## src/rtl/fft_reorder_pkg.sv

```systemverilog
// fft_reorder_pkg -- shared FFT helpers for the output reorder buffer.
//   log2c   : ceil(log2(v)), usable in localparam declarations.
//   bit_rev : reverse the low 'bits' bits of v (upper result bits are zero).
//   rd_state_t : read FSM encoding.
//   NUM_LANES  : the delay-switch FFT delivers two samples per cycle.
//   RD_LAT     : edges from a read request to the registered output.
package fft_reorder_pkg;

    typedef enum logic {ST_IDLE, ST_READ} rd_state_t;

    localparam int NUM_LANES = 2;
    localparam int RD_LAT    = 2;

    function automatic int log2c(input int v);
        int r;
        r = 0;
        for (int i = 0; i < 31; i++) begin
            if ((1 << i) < v) r = i + 1;
        end
        return r;
    endfunction

    function automatic logic [31:0] bit_rev(input logic [31:0] v, input int bits);
        logic [31:0] r;
        r = '0;
        for (int i = 0; i < 32; i++) begin
            if (i < bits) r[i] = v[bits-1-i];
        end
        return r;
    endfunction

endpackage

```

## src/rtl/fft_reorder_mem.sv

```systemverilog
// fft_reorder_mem -- page storage for one lane of the reorder buffer.
// Simple dual-port RAM: one write port, one registered read port.
// Address MSB selects the ping-pong page; the rest indexes within a page.
// Ports:
//   i_clk            clock
//   i_we/i_waddr/i_wdata   write port ({re, im} packed)
//   i_re/i_raddr     read request; o_rdata valid the edge after i_re
//   o_rdata          read data, holds when i_re=0
module fft_reorder_mem #(
    parameter int NB    = 8,
    parameter int DEPTH = 16,
    parameter int AW    = 4
) (
    input  logic            i_clk,
    input  logic            i_we,
    input  logic [AW-1:0]   i_waddr,
    input  logic [2*NB-1:0] i_wdata,
    input  logic            i_re,
    input  logic [AW-1:0]   i_raddr,
    output logic [2*NB-1:0] o_rdata
);

    logic [2*NB-1:0] mem [DEPTH];

    always_ff @(posedge i_clk) begin
        if (i_we) mem[i_waddr] <= i_wdata;
        if (i_re) o_rdata <= mem[i_raddr];
    end

endmodule

```

## src/rtl/fft_reorder.sv

```systemverilog
// fft_reorder -- output-side reorder buffer of the two-lane delay-switch FFT.
// Accepts frames of N/2 input pairs in bit-reversed order and emits them as
// N/2 pairs in natural order: lane 0 carries X[m], lane 1 carries X[m+N/2].
// Ping-pong pages let a new frame be written while the previous one is read.
// Ports:
//   i_clk, i_rst            clock, synchronous active-high reset
//   i_valid, i_data_{0,1}{r,i}  input pair (gaps allowed)
//   o_valid, o_data_{0,1}{r,i}  registered output pair, data holds when idle
//   o_last                  last pair of a frame (only with FFT_REORDER_LAST_EN)
// Build option: define FFT_REORDER_LAST_EN to add the o_last output.
module fft_reorder
    import fft_reorder_pkg::*;
#(
    parameter int NB = 8,
    parameter int N  = 16
) (
    input  logic          i_clk,
    input  logic          i_rst,
    input  logic          i_valid,
    input  logic [NB-1:0] i_data_0r,
    input  logic [NB-1:0] i_data_0i,
    input  logic [NB-1:0] i_data_1r,
    input  logic [NB-1:0] i_data_1i,
    output logic          o_valid,
    output logic [NB-1:0] o_data_0r,
    output logic [NB-1:0] o_data_0i,
    output logic [NB-1:0] o_data_1r,
    output logic [NB-1:0] o_data_1i
`ifdef FFT_REORDER_LAST_EN
    ,
    output logic          o_last
`endif
);

    localparam int LOG2N = log2c(N);
    localparam int AW    = LOG2N - 1;   // index within a page
    localparam int MA    = LOG2N;       // page bit + index
    localparam int HALF  = N / 2;

    logic [AW-1:0] wk;          // input pair counter
    logic [AW-1:0] rm;          // read counter
    logic          wpage;
    logic          rpage;
    rd_state_t     state;
    logic          frame_done;
    logic          rd_en;
    logic [AW-1:0] wr_idx;

    logic [RD_LAT-1:0] vld_pipe;

    logic [NUM_LANES-1:0][2*NB-1:0] wdata;
    logic [NUM_LANES-1:0][2*NB-1:0] rdata;

    // Pair k holds X[bitrev(2k)]; its natural index halves to rev(k) over
    // one bit fewer, so the page index is rev(k) on both lanes.
    assign wr_idx     = AW'(bit_rev(32'(wk), AW));
    assign frame_done = i_valid && (wk == AW'(HALF - 1));
    assign rd_en      = (state == ST_READ);

    assign wdata[0] = {i_data_0r, i_data_0i};
    assign wdata[1] = {i_data_1r, i_data_1i};

    for (genvar g = 0; g < NUM_LANES; g++) begin : g_lane
        fft_reorder_mem #(
            .NB   (NB),
            .DEPTH(2 * HALF),
            .AW   (MA)
        ) u_mem (
            .i_clk  (i_clk),
            .i_we   (i_valid),
            .i_waddr({wpage, wr_idx}),
            .i_wdata(wdata[g]),
            .i_re   (rd_en),
            .i_raddr({rpage, rm}),
            .o_rdata(rdata[g])
        );
    end

    assign o_valid = vld_pipe[RD_LAT-1];

    always_ff @(posedge i_clk) begin
        if (i_rst) begin
            wk        <= '0;
            wpage     <= 1'b0;
            rm        <= '0;
            rpage     <= 1'b0;
            state     <= ST_IDLE;
            vld_pipe  <= '0;
            o_data_0r <= '0;
            o_data_0i <= '0;
            o_data_1r <= '0;
            o_data_1i <= '0;
        end else begin
            if (i_valid) begin
                wk <= wk + AW'(1);
                if (frame_done) wpage <= ~wpage;
            end

            // A frame completing always wins: it can only coincide with the
            // final read of the previous frame, so the burst continues seamlessly.
            if (frame_done) begin
                state <= ST_READ;
                rm    <= '0;
                rpage <= wpage;
            end else if (state == ST_READ) begin
                rm <= rm + AW'(1);
                if (rm == AW'(HALF - 1)) state <= ST_IDLE;
            end

            vld_pipe <= {vld_pipe[RD_LAT-2:0], rd_en};

            if (vld_pipe[0]) begin
                {o_data_0r, o_data_0i} <= rdata[0];
                {o_data_1r, o_data_1i} <= rdata[1];
            end
        end
    end

`ifdef FFT_REORDER_LAST_EN
    logic [RD_LAT-1:0] last_pipe;

    assign o_last = last_pipe[RD_LAT-1];

    always_ff @(posedge i_clk) begin
        if (i_rst) last_pipe <= '0;
        else       last_pipe <= {last_pipe[RD_LAT-2:0], rd_en && (rm == AW'(HALF - 1))};
    end
`endif

endmodule

```

## config.mk

```make
export PLATFORM = sky130hd
export DESIGN_NAME = fft_reorder
export DESIGN_NICKNAME = d
export VERILOG_FILES = /design/src/rtl/fft_reorder_pkg.sv /design/src/rtl/fft_reorder_mem.sv /design/src/rtl/fft_reorder.sv
export SDC_FILE = /design/constraint.sdc
export NUM_CORES = 1
export LEC_CHECK = 0
export ABC_CLOCK_PERIOD_IN_PS = 3290
export CORE_MARGIN = 1
export CORE_UTILIZATION = 54
export DETAILED_ROUTE_END_ITERATION = 8
export GPL_ROUTABILITY_DRIVEN = 0
export PLACE_DENSITY = 0.78
export SLEW_MARGIN = 20
export SYNTH_ARGS = -nofsm -noshare
export SYNTH_HDL_FRONTEND = slang
export SYNTH_HIERARCHICAL = 1
export SYNTH_SLANG_ARGS = --single-unit
export TNS_END_PERCENT = 5
```

## constraint.sdc

```tcl
create_clock -name i_clk -period 3.29 [get_ports i_clk]
set_clock_uncertainty 0.2 [all_clocks]
set_input_delay 0.4935 -clock i_clk [delete_from_list [all_inputs] [get_ports i_clk]]
set_output_delay 0.4935 -clock i_clk [all_outputs]
set_load 0.005 [all_outputs]
```

==> report_table.html, run 1 <==
<table>
<tr><th>Metric</th><th>Value</th></tr>
<tr><th colspan="2">Logic synthesis</th></tr>
<tr><td>Leading cell types by total area after synthesis</td><td>sky130_fd_sc_hd__edfxtp_1 74%, sky130_fd_sc_hd__mux4_2 11%, sky130_fd_sc_hd__dfxtp_1 3.9%</td></tr>
<tr><td>Top cell type's share of synthesized area</td><td>74.20%</td></tr>
<tr><td>Mean area per synthesized cell</td><td>21.84 sq um</td></tr>
<tr><td>Syn. warnings</td><td>6</td></tr>
<tr><td>Synth cell types</td><td>26</td></tr>
<tr><td>Register bit count reported by yosys</td><td>587</td></tr>
<tr><td>Gate count after technology mapping</td><td>1008</td></tr>
<tr><td>Synthesized cell area</td><td>22010 sq um</td></tr>
<tr><td>Post-synthesis cell type with the largest combined area</td><td>sky130_fd_sc_hd__edfxtp_1</td></tr>
<tr><td>Number of nets in the synthesized netlist</td><td>1047</td></tr>
<tr><td>Sequential share of the synthesized area</td><td>78.11%</td></tr>
<tr><th colspan="2">Global routing</th></tr>
<tr><td>Global-route usage over all layers</td><td>22.58%</td></tr>
<tr><td>First-pass GRT wire length</td><td>67740 um</td></tr>
<tr><td>Vias in the first global route</td><td>10600</td></tr>
<tr><td>Largest net degree at the start of global routing</td><td>45</td></tr>
<tr><td>Initial antenna violation count</td><td>1</td></tr>
<tr><td>Grt ovf</td><td>0</td></tr>
<tr><th colspan="2">Die</th></tr>
<tr><td>Top-level port count</td><td>68</td></tr>
<tr><td>Die Height</td><td>203.9 um</td></tr>
<tr><td>Core footprint</td><td>40010 sq um</td></tr>
<tr><td>Die width</td><td>203.9 um</td></tr>
<tr><td>Starting Density</td><td>55.03%</td></tr>
<tr><td>Number of placement rows</td><td>73</td></tr>
<tr><td>Die area</td><td>41580 sq um</td></tr>
<tr><th colspan="2">Power</th></tr>
<tr><td>Power density normalized to cell area</td><td>581.2 nW/um^2</td></tr>
<tr><td>Static Leakage</td><td>7.932 nW</td></tr>
<tr><td>Worst ir drop on vdd</td><td>0.4316 mV</td></tr>
<tr><th colspan="2">Placed design</th></tr>
<tr><td>Inst Count DP</td><td>1612</td></tr>
<tr><td>Place WS</td><td>0.6463 ns</td></tr>
<tr><td>Count of input and output buffers</td><td>67</td></tr>
<tr><td>Total half-perimeter wirelength after legalization and detailed placement</td><td>28090 um</td></tr>
<tr><th colspan="2">Run</th></tr>
<tr><td>Max Cap Violations</td><td>0</td></tr>
<tr><th colspan="2">Setup path</th></tr>
<tr><td>Data arrival time of the critical path</td><td>2.65 ns</td></tr>
<tr><td>Highest net fanout along the worst path</td><td>24</td></tr>
<tr><td>Crit. End Element</td><td>flop</td></tr>
<tr><td>Required time of the worst setup path</td><td>3.41 ns</td></tr>
<tr><td>Worst-case register-to-register setup slack</td><td>0.76 ns</td></tr>
<tr><td>Critical path startpoint category</td><td>flop</td></tr>
<tr><td>Category of the most critical setup path</td><td>flop to flop</td></tr>
<tr><th colspan="2">Finish</th></tr>
<tr><td>Fraction of layout instances using a drive strength above 1</td><td>24.07%</td></tr>
<tr><td>Post-layout nets</td><td>1182</td></tr>
<tr><td>N_diodes</td><td>0</td></tr>
<tr><td>Filler Cells Inserted</td><td>2545</td></tr>
<tr><td>Final non-filler cell total</td><td>1713</td></tr>
<tr><td>Synth-to-Final Area Change</td><td>15.31%</td></tr>
<tr><th colspan="2">Drt</th></tr>
<tr><td>Iter 0 DRT Violations</td><td>1372</td></tr>
<tr><td>Highest Signal Layer</td><td>met5</td></tr>
<tr><td>Wl on met1</td><td>18420 um</td></tr>
<tr><td>Residual DRC count</td><td>0</td></tr>
<tr><td>Via density per instance</td><td>6.112</td></tr>
<tr><td>Remaining antenna violation count after routing</td><td>0</td></tr>
<tr><td>Met3 routed WL</td><td>4058 um</td></tr>
<tr><td>DRT Pass-1 Iters</td><td>5</td></tr>
<tr><td>Average detailed-routed wire length per instance</td><td>26.50 um</td></tr>
<tr><td>WL met2</td><td>21770 um</td></tr>
<tr><td>Via Count</td><td>10470</td></tr>
<tr><td>Final wirelength</td><td>45390 um</td></tr>
<tr><th colspan="2">Clock network</th></tr>
<tr><td>Worst-Skew Late Latency</td><td>0.58 ns</td></tr>
<tr><td>Post-CTS setup-driven buffer insertion count</td><td>0</td></tr>
<tr><td>PostCTS Resize Cnt</td><td>0</td></tr>
<tr><td>Clock buffer count from CTS</td><td>54</td></tr>
<tr><td>Max Buffers Root-to-Sink</td><td>3</td></tr>
<tr><td>Clock root buffer master</td><td>sky130_fd_sc_hd__clkbuf_16</td></tr>
<tr><td>Clock Sinks</td><td>587</td></tr>
<tr><td>Register clock-pin slew on the reported worst setup and hold paths</td><td>0.06 ns</td></tr>
<tr><td>H-tree depth</td><td>2</td></tr>
<tr><td>Number of buffers added to fix hold violations after cts</td><td>0</td></tr>
<tr><td>CTS tree</td><td>done</td></tr>
<tr><th colspan="2">Hold path</th></tr>
<tr><td>Classification of the worst-slack hold path</td><td>flop to flop</td></tr>
<tr><th colspan="2">STA</th></tr>
<tr><td>Aggregate negative setup slack</td><td>0 ns</td></tr>
<tr><td>Final setup violation count</td><td>0</td></tr>
<tr><td>Number of pins exceeding their max-slew limit in the final report</td><td>0</td></tr>
<tr><td>Setup slack of the critical path after layout</td><td>0.7579 ns</td></tr>
<tr><td>Unrepaired setup endpoints after global routing</td><td>false</td></tr>
<tr><td>Number of endpoints with negative hold slack in the final report</td><td>0</td></tr>
<tr><td>Final worst path period share</td><td>76.96%</td></tr>
<tr><td>Time the worst path needs with I/O delays and setup</td><td>2.532 ns</td></tr>
<tr><td>Worst Tran Pin Value</td><td>1.070 ns</td></tr>
<tr><td>Maximum achievable frequency</td><td>394.9 MHz</td></tr>
<tr><td>Max-slew headroom at the worst pin</td><td>28.64%</td></tr>
<tr><th colspan="2">Outcome</th></tr>
<tr><td>Outcome</td><td>complete, no violations</td></tr>
</table>
==> final timing paths <==
kind / startpoint / to / cells past startpoint
setup / recovery: rm[0] / g_lane[1].u_mem/o_rdata[10] / 5
hold / removal: g_lane[0].u_mem/o_rdata[7] / o_data_0i[7] / 2
setup reg to reg: rm[0] / g_lane[1].u_mem/o_rdata[10] / 5
hold reg to reg: g_lane[0].u_mem/o_rdata[7] / o_data_0i[7] / 2
==> power by group <==
group | internal [mW] | total (mW) | switching [mW] | leakage [nW]
clock network | 3.53 | 6.09 | 2.56 | 0.859
logic | 0.131 | 0.394 | 0.263 | 1.81
registers | 8.24 | 8.26 | 0.0280 | 5.26
total | 11.9 | 14.8 | 2.85 | 7.93
==> through the flow <==
step / total power [mW] / utilization (%) / instance area (sq um) / hold WS, ns
finish: 14.75 / 63.45 / 25380 / 0.2834
global route: 15.16 / 63.45 / 25380 / 0.3111
CTS: 14.85 / 63.45 / 25380 / 0.2891
detailed placement: 8.811 / 59.11 / 23650 / 0.2773
global placement: 8.789 / 59.11 / 23650 / 0.2625
floorplan: 8.556 / - / 22010 / 0.2563
==> cells in the mapped netlist <==
| library cell | instances |
|---|---|
| sky130_fd_sc_hd__buf_4 | 6 |
| sky130_fd_sc_hd__buf_2 | 11 |
| sky130_fd_sc_hd__a21oi_1 | 1 |
| sky130_fd_sc_hd__nand4bb_1 | 1 |
| sky130_fd_sc_hd__buf_6 | 9 |
| sky130_fd_sc_hd__nand3_1 | 2 |
| sky130_fd_sc_hd__buf_12 | 3 |
| sky130_fd_sc_hd__edfxtp_1 | 544 |
| sky130_fd_sc_hd__and2_1 | 3 |
| sky130_fd_sc_hd__clkbuf_1 | 17 |
| sky130_fd_sc_hd__xnor2_1 | 2 |
| sky130_fd_sc_hd__nor2_1 | 61 |
| sky130_fd_sc_hd__nand3b_1 | 4 |
| sky130_fd_sc_hd__mux4_1 | 20 |
| sky130_fd_sc_hd__or3b_2 | 2 |
| sky130_fd_sc_hd__ha_1 | 4 |
| sky130_fd_sc_hd__nor2b_1 | 6 |
| sky130_fd_sc_hd__mux4_2 | 108 |
| sky130_fd_sc_hd__mux2i_1 | 37 |
| sky130_fd_sc_hd__a22oi_1 | 64 |
| sky130_fd_sc_hd__o21ai_0 | 1 |
| sky130_fd_sc_hd__dfxtp_1 | 43 |
| sky130_fd_sc_hd__nand2b_1 | 7 |
| sky130_fd_sc_hd__nor3_1 | 11 |
| sky130_fd_sc_hd__nand2_1 | 35 |
| sky130_fd_sc_hd__buf_1 | 6 |
==> cell type report <==
type                       count  area (sq um)  area share, %
timing repair buffer         131          1221          4.811
clock inverter                27         259.0          1.020
tap                          525         656.9          2.588
clock buffer                  74          1478          5.821
sequential                   587         17210          67.78
multi-input combinational    369          4563          17.98
==> cells in the final DEF, fill, tap and decap left out, types with 8 or more instances in the layout <==
cell type	instances
sky130_fd_sc_hd__buf_4	58
sky130_fd_sc_hd__dfxtp_1	39
sky130_fd_sc_hd__mux2i_1	37
sky130_fd_sc_hd__nor3_2	8
sky130_fd_sc_hd__nor2_1	40
sky130_fd_sc_hd__a22oi_1	64
sky130_fd_sc_hd__clkdlybuf4s50_1	66
sky130_fd_sc_hd__clkinv_2	13
sky130_fd_sc_hd__edfxtp_1	544
sky130_fd_sc_hd__mux4_2	108
sky130_fd_sc_hd__nor2_2	21
sky130_fd_sc_hd__mux4_1	20
sky130_fd_sc_hd__clkbuf_16	55
sky130_fd_sc_hd__clkbuf_1	16
sky130_fd_sc_hd__nand2_1	35
==> logic make-up after synthesis <==
family | synth area share [%]
xor gates and xnor gates | 0.07958
adders and majority gates | 0.2273
and+or+nand+nor | 2.654
buffers and inverters | 1.580
AOI/OAI and AO/OA | 2.228
muxes | 15.12
DFF | 78.11
==> critical path, cell delays in order, from the launching register on <==
cell and delay [ns]:
sky130_fd_sc_hd__dfxtp_4 0.58, sky130_fd_sc_hd__buf_12 0.29, sky130_fd_sc_hd__buf_4 0.21, sky130_fd_sc_hd__mux4_1 0.61, sky130_fd_sc_hd__a22oi_1 0.26, sky130_fd_sc_hd__nand2_1 0.10
==> state kept, by name, summed over array words and instances, names as in the netlist <==
name,cells
o_data_1i,8
wpage,1
wk,3
g_lane.u_mem/mem,512
o_data_1r,8
vld_pipe,2
g_lane.u_mem/o_rdata,32
rd_en,1
rpage,1
o_data_0r,8
o_data_0i,8
rm,3
==> layer usage <==
metal | GRT usage [%] | up-vias
li1 | - | 4465
met1 | 33.45 | 5446
met2 | 34.90 | 487
met3 | 3.922 | 70
met4 | 6.498 | 2
met5 | 0 | -
No activity file was read; power rests on OpenSTA's default activity.
==> inputs of run 2 (changes only) <==
ABC_CLOCK_PERIOD_IN_PS = 2029   (was 3290)
PLACE_DENSITY = 0.81   (was 0.78)
clock period = 2.03 ns   (was 3.29 ns; I/O delays follow)
==> run 2 against run 1 <==
  * The run now ends with setup timing left
  * First-iteration DRC count grew 2.3%
  * Setup slack worse by 0.91 ns
  * Sequential share of layout area fell by 2.5 points
  * Register-to-register slack worse by 0.91 ns
  * Routed wire length up 9.0%
  * Critical path type unchanged
  * Highest routed layer is now met4
==> report_table.html, run 2 (synthesized netlist as in run 1, its figures left out) <==
<table>
<tr><th>Metric</th><th>Value</th></tr>
<tr><th colspan="2">Finish</th></tr>
<tr><td>Largest registers</td><td>g_lane.u_mem/mem: 512 flops, g_lane.u_mem/o_rdata: 32 flops</td></tr>
<tr><td>Post-layout nets</td><td>1227 (+3.8%)</td></tr>
<tr><td>Commonest non-fill, non-tap cell in the layout</td><td>sky130_fd_sc_hd__edfxtp_1</td></tr>
<tr><td>Filler Cells Inserted</td><td>2345 (-7.9%)</td></tr>
<tr><td>Fraction of layout instances using a drive strength above 1</td><td>31.14% (+7.1 points)</td></tr>
<tr><td>Register with the most flip-flops</td><td>g_lane.u_mem/mem</td></tr>
<tr><td>Post-layout utilization of the core</td><td>65.90% (+2.4 points)</td></tr>
<tr><td>Commonest cells after routing, fill and taps aside</td><td>544 x sky130_fd_sc_hd__edfxtp_1, 121 x sky130_fd_sc_hd__mux4_2, 66 x sky130_fd_sc_hd__clkdlybuf4s50_1</td></tr>
<tr><td>Area of the multi-input gates</td><td>4715 sq um (+3.3%)</td></tr>
<tr><td>Synth-to-Final Area Change</td><td>19.75%</td></tr>
<tr><td>Number of flip-flops in the largest register</td><td>512 (unchanged)</td></tr>
<tr><td>Area of all sequential standard cells</td><td>17210 sq um (about the same)</td></tr>
<tr><th colspan="2">Global routing</th></tr>
<tr><td>Largest net degree at the start of global routing</td><td>45 (unchanged)</td></tr>
<tr><td>Grt ovf</td><td>0 (unchanged)</td></tr>
<tr><td>Initial antenna violation count</td><td>3 (+2)</td></tr>
<tr><td>First-pass GRT wire length</td><td>73640 um (+8.7%)</td></tr>
<tr><td>Vias in the first global route</td><td>11490 (+8.4%)</td></tr>
<tr><td>Global-route usage over all layers</td><td>24.57% (+2.0 points)</td></tr>
<tr><th colspan="2">Clock network</th></tr>
<tr><td>Number of buffers added to fix hold violations after cts</td><td>0 (unchanged)</td></tr>
<tr><td>Register clock-pin slew on the reported worst setup and hold paths</td><td>0.07 ns (about the same)</td></tr>
<tr><td>Clock buffer count from CTS</td><td>55 (+1.9%)</td></tr>
<tr><td>Worst-Skew Late Latency</td><td>0.60 ns (+0.02 ns)</td></tr>
<tr><td>Clock root buffer master</td><td>sky130_fd_sc_hd__clkbuf_16</td></tr>
<tr><td>CTS tree</td><td>done</td></tr>
<tr><td>Clock Sinks</td><td>587 (unchanged)</td></tr>
<tr><td>H-tree depth</td><td>2 (unchanged)</td></tr>
<tr><td>Max Buffers Root-to-Sink</td><td>3 (unchanged)</td></tr>
<tr><th colspan="2">STA</th></tr>
<tr><td>Worst Tran Pin Value</td><td>0.9577 ns (-0.1127 ns)</td></tr>
<tr><td>Final worst path period share</td><td>107.6% (+31 points)</td></tr>
<tr><td>Time the worst path needs with I/O delays and setup</td><td>2.184 ns (-0.3480 ns)</td></tr>
<tr><td>Setup slack of the critical path after layout</td><td>-0.1541 ns (-0.9120 ns)</td></tr>
<tr><td>Max-slew headroom at the worst pin</td><td>36.09% (+7.4 points)</td></tr>
<tr><td>Unrepaired setup endpoints after global routing</td><td>true</td></tr>
<tr><td>Number of endpoints with negative hold slack in the final report</td><td>0 (unchanged)</td></tr>
<tr><td>Number of pins exceeding their max-slew limit in the final report</td><td>0 (unchanged)</td></tr>
<tr><td>Maximum achievable frequency</td><td>457.9 MHz (+16%)</td></tr>
<tr><td>Final setup violation count</td><td>32 (+32)</td></tr>
<tr><th colspan="2">Setup path</th></tr>
<tr><td>Cell-by-cell listing of the critical path</td><td>nor2_2 &gt; a22oi_1 &gt; nand2_1</td></tr>
<tr><td>Kind of cell with the highest combined delay on the critical path</td><td>simple AND/OR/NAND/NOR gates</td></tr>
<tr><td>Crit-path max cell delay</td><td>0.79 ns (+0.18 ns)</td></tr>
<tr><td>Data arrival time of the critical path</td><td>2.42 ns (-0.23 ns)</td></tr>
<tr><td>Critical path startpoint category</td><td>flop</td></tr>
<tr><td>Required time of the worst setup path</td><td>2.26 ns (-1.15 ns)</td></tr>
<tr><td>Slowest cell on the critical path</td><td>sky130_fd_sc_hd__nor2_2</td></tr>
<tr><td>Category of the most critical setup path</td><td>flop to flop</td></tr>
<tr><td>Number of buffer and inverter instances along the worst setup path</td><td>0 (-2)</td></tr>
<tr><td>Crit. End Element</td><td>flop</td></tr>
<tr><td>Highest net fanout along the worst path</td><td>16 (-33%)</td></tr>
<tr><th colspan="2">Die</th></tr>
<tr><td>Die width</td><td>203.9 um (unchanged)</td></tr>
<tr><td>Die area</td><td>41580 sq um (unchanged)</td></tr>
<tr><td>Die Height</td><td>203.9 um (unchanged)</td></tr>
<tr><td>Starting Density</td><td>55.03% (unchanged)</td></tr>
<tr><td>Top-level port count</td><td>68 (unchanged)</td></tr>
<tr><td>Number of placement rows</td><td>73 (unchanged)</td></tr>
<tr><td>Core footprint</td><td>40010 sq um (unchanged)</td></tr>
<tr><th colspan="2">Power</th></tr>
<tr><td>Static Leakage</td><td>8.269 nW (+4.2%)</td></tr>
<tr><td>Power density normalized to cell area</td><td>917.5 nW/um^2 (+58%)</td></tr>
<tr><td>Total power</td><td>24.19 mW (+64%)</td></tr>
<tr><td>Worst ir drop on vdd</td><td>0.5698 mV (+32%)</td></tr>
<tr><th colspan="2">Drt</th></tr>
<tr><td>Final wirelength</td><td>49460 um (+9.0%)</td></tr>
<tr><td>Iter 0 DRT Violations</td><td>1403 (+2.3%)</td></tr>
<tr><td>Residual DRC count</td><td>0 (unchanged)</td></tr>
<tr><td>Via density per instance</td><td>6.245 (+2.2%)</td></tr>
<tr><td>DRT Pass-1 Iters</td><td>5 (unchanged)</td></tr>
<tr><td>Remaining antenna violation count after routing</td><td>0 (unchanged)</td></tr>
<tr><td>Average detailed-routed wire length per instance</td><td>28.10 um (+6.1%)</td></tr>
<tr><td>Via Count</td><td>10990 (+5.0%)</td></tr>
<tr><th colspan="2">Outcome</th></tr>
<tr><td>Failing checks</td><td>setup timing</td></tr>
<tr><td>Outcome</td><td>finished, violations left</td></tr>
<tr><th colspan="2">Placed design</th></tr>
<tr><td>Total half-perimeter wirelength after legalization and detailed placement</td><td>29210 um (+4.0%)</td></tr>
<tr><td>Count of input and output buffers</td><td>67 (unchanged)</td></tr>
<tr><th colspan="2">Run</th></tr>
<tr><td>Max Cap Violations</td><td>0 (unchanged)</td></tr>
<tr><th colspan="2">Hold path</th></tr>
<tr><td>Classification of the worst-slack hold path</td><td>flop to flop</td></tr>
</table>
## run 2: area by class of cell
cell class	count	share of cell area, %
Clock inverter	25	0.6645
Antenna cell	2	0.01898
Multi-Input combinational cell	369	17.88
Clock buffer	77	6.089
Sequential cell	587	65.27
Timing Repair Buffer	175	7.580
Tap cell	525	2.492
## run 2: final timing paths
| check | cells after the start | from | slack [ns] | end |
|---|---|---|---|---|
| max | 3 | rpage | -0.15 | g_lane[0].u_mem/o_rdata[15] |
| max reg2reg | 3 | rpage | -0.15 | g_lane[0].u_mem/o_rdata[15] |
| min reg2reg | 2 | g_lane[0].u_mem/o_rdata[1] | 0.28 | o_data_0i[1] |
| min | 2 | g_lane[0].u_mem/o_rdata[1] | 0.28 | o_data_0i[1] |
## run 2: where the power goes
group / leakage (nW) / switching (mW) / internal, mW
combinational: 2.13 / 0.438 / 0.275
sequential: 5.26 / 0.0539 / 13.3
clock: 0.871 / 4.31 / 5.76
## run 2: routing by layer
metal / wire length, um / GRT usage, % / vias to the layer above
met5: 0 / 0 / -
met1: 18950 / 33.42 / 5702
li1: - / - / 4548
met2: 24440 / 39.42 / 641
met4: 1296 / 8.029 / 0
met3: 4770 / 5.915 / 100
## run 2: timing repair
action / in CTS / in global routing
setup buffers: 0 / 2
setup endpoints to repair: 32 / 86
cloned: 0 / 1
gates resized for setup: 54 / 27
pin swaps: 9 / 16
## run 2: worst register-to-register path: cells and delay by family, from the launching register on
family / cells / cell delay (ns)
AOI/OAI and AO/OA: 1 / 0.32
and+or+nand+nor: 2 / 1.04
DFF: 1 / 0.47
## run 2: stage by stage
| stage | area, sq um | instances | worst slack (ns) | hold WS (ns) | setup TNS [ns] |
|---|---|---|---|---|---|
| floorplan | 22040 | 1008 | -0.3277 | 0.2034 | -61.01 |
| global placement | 24300 | 1653 | -0.2775 | 0.2619 | -72.55 |
| detailed placement | 24300 | 1653 | -0.2798 | 0.2705 | -89.83 |
| CTS | 26250 | 1755 | -0.1554 | 0.2816 | -2.833 |
| global route | 26360 | 1758 | -0.1678 | 0.2968 | -3.703 |
| finish | 26360 | 1760 | -0.1541 | 0.2833 | -2.410 |
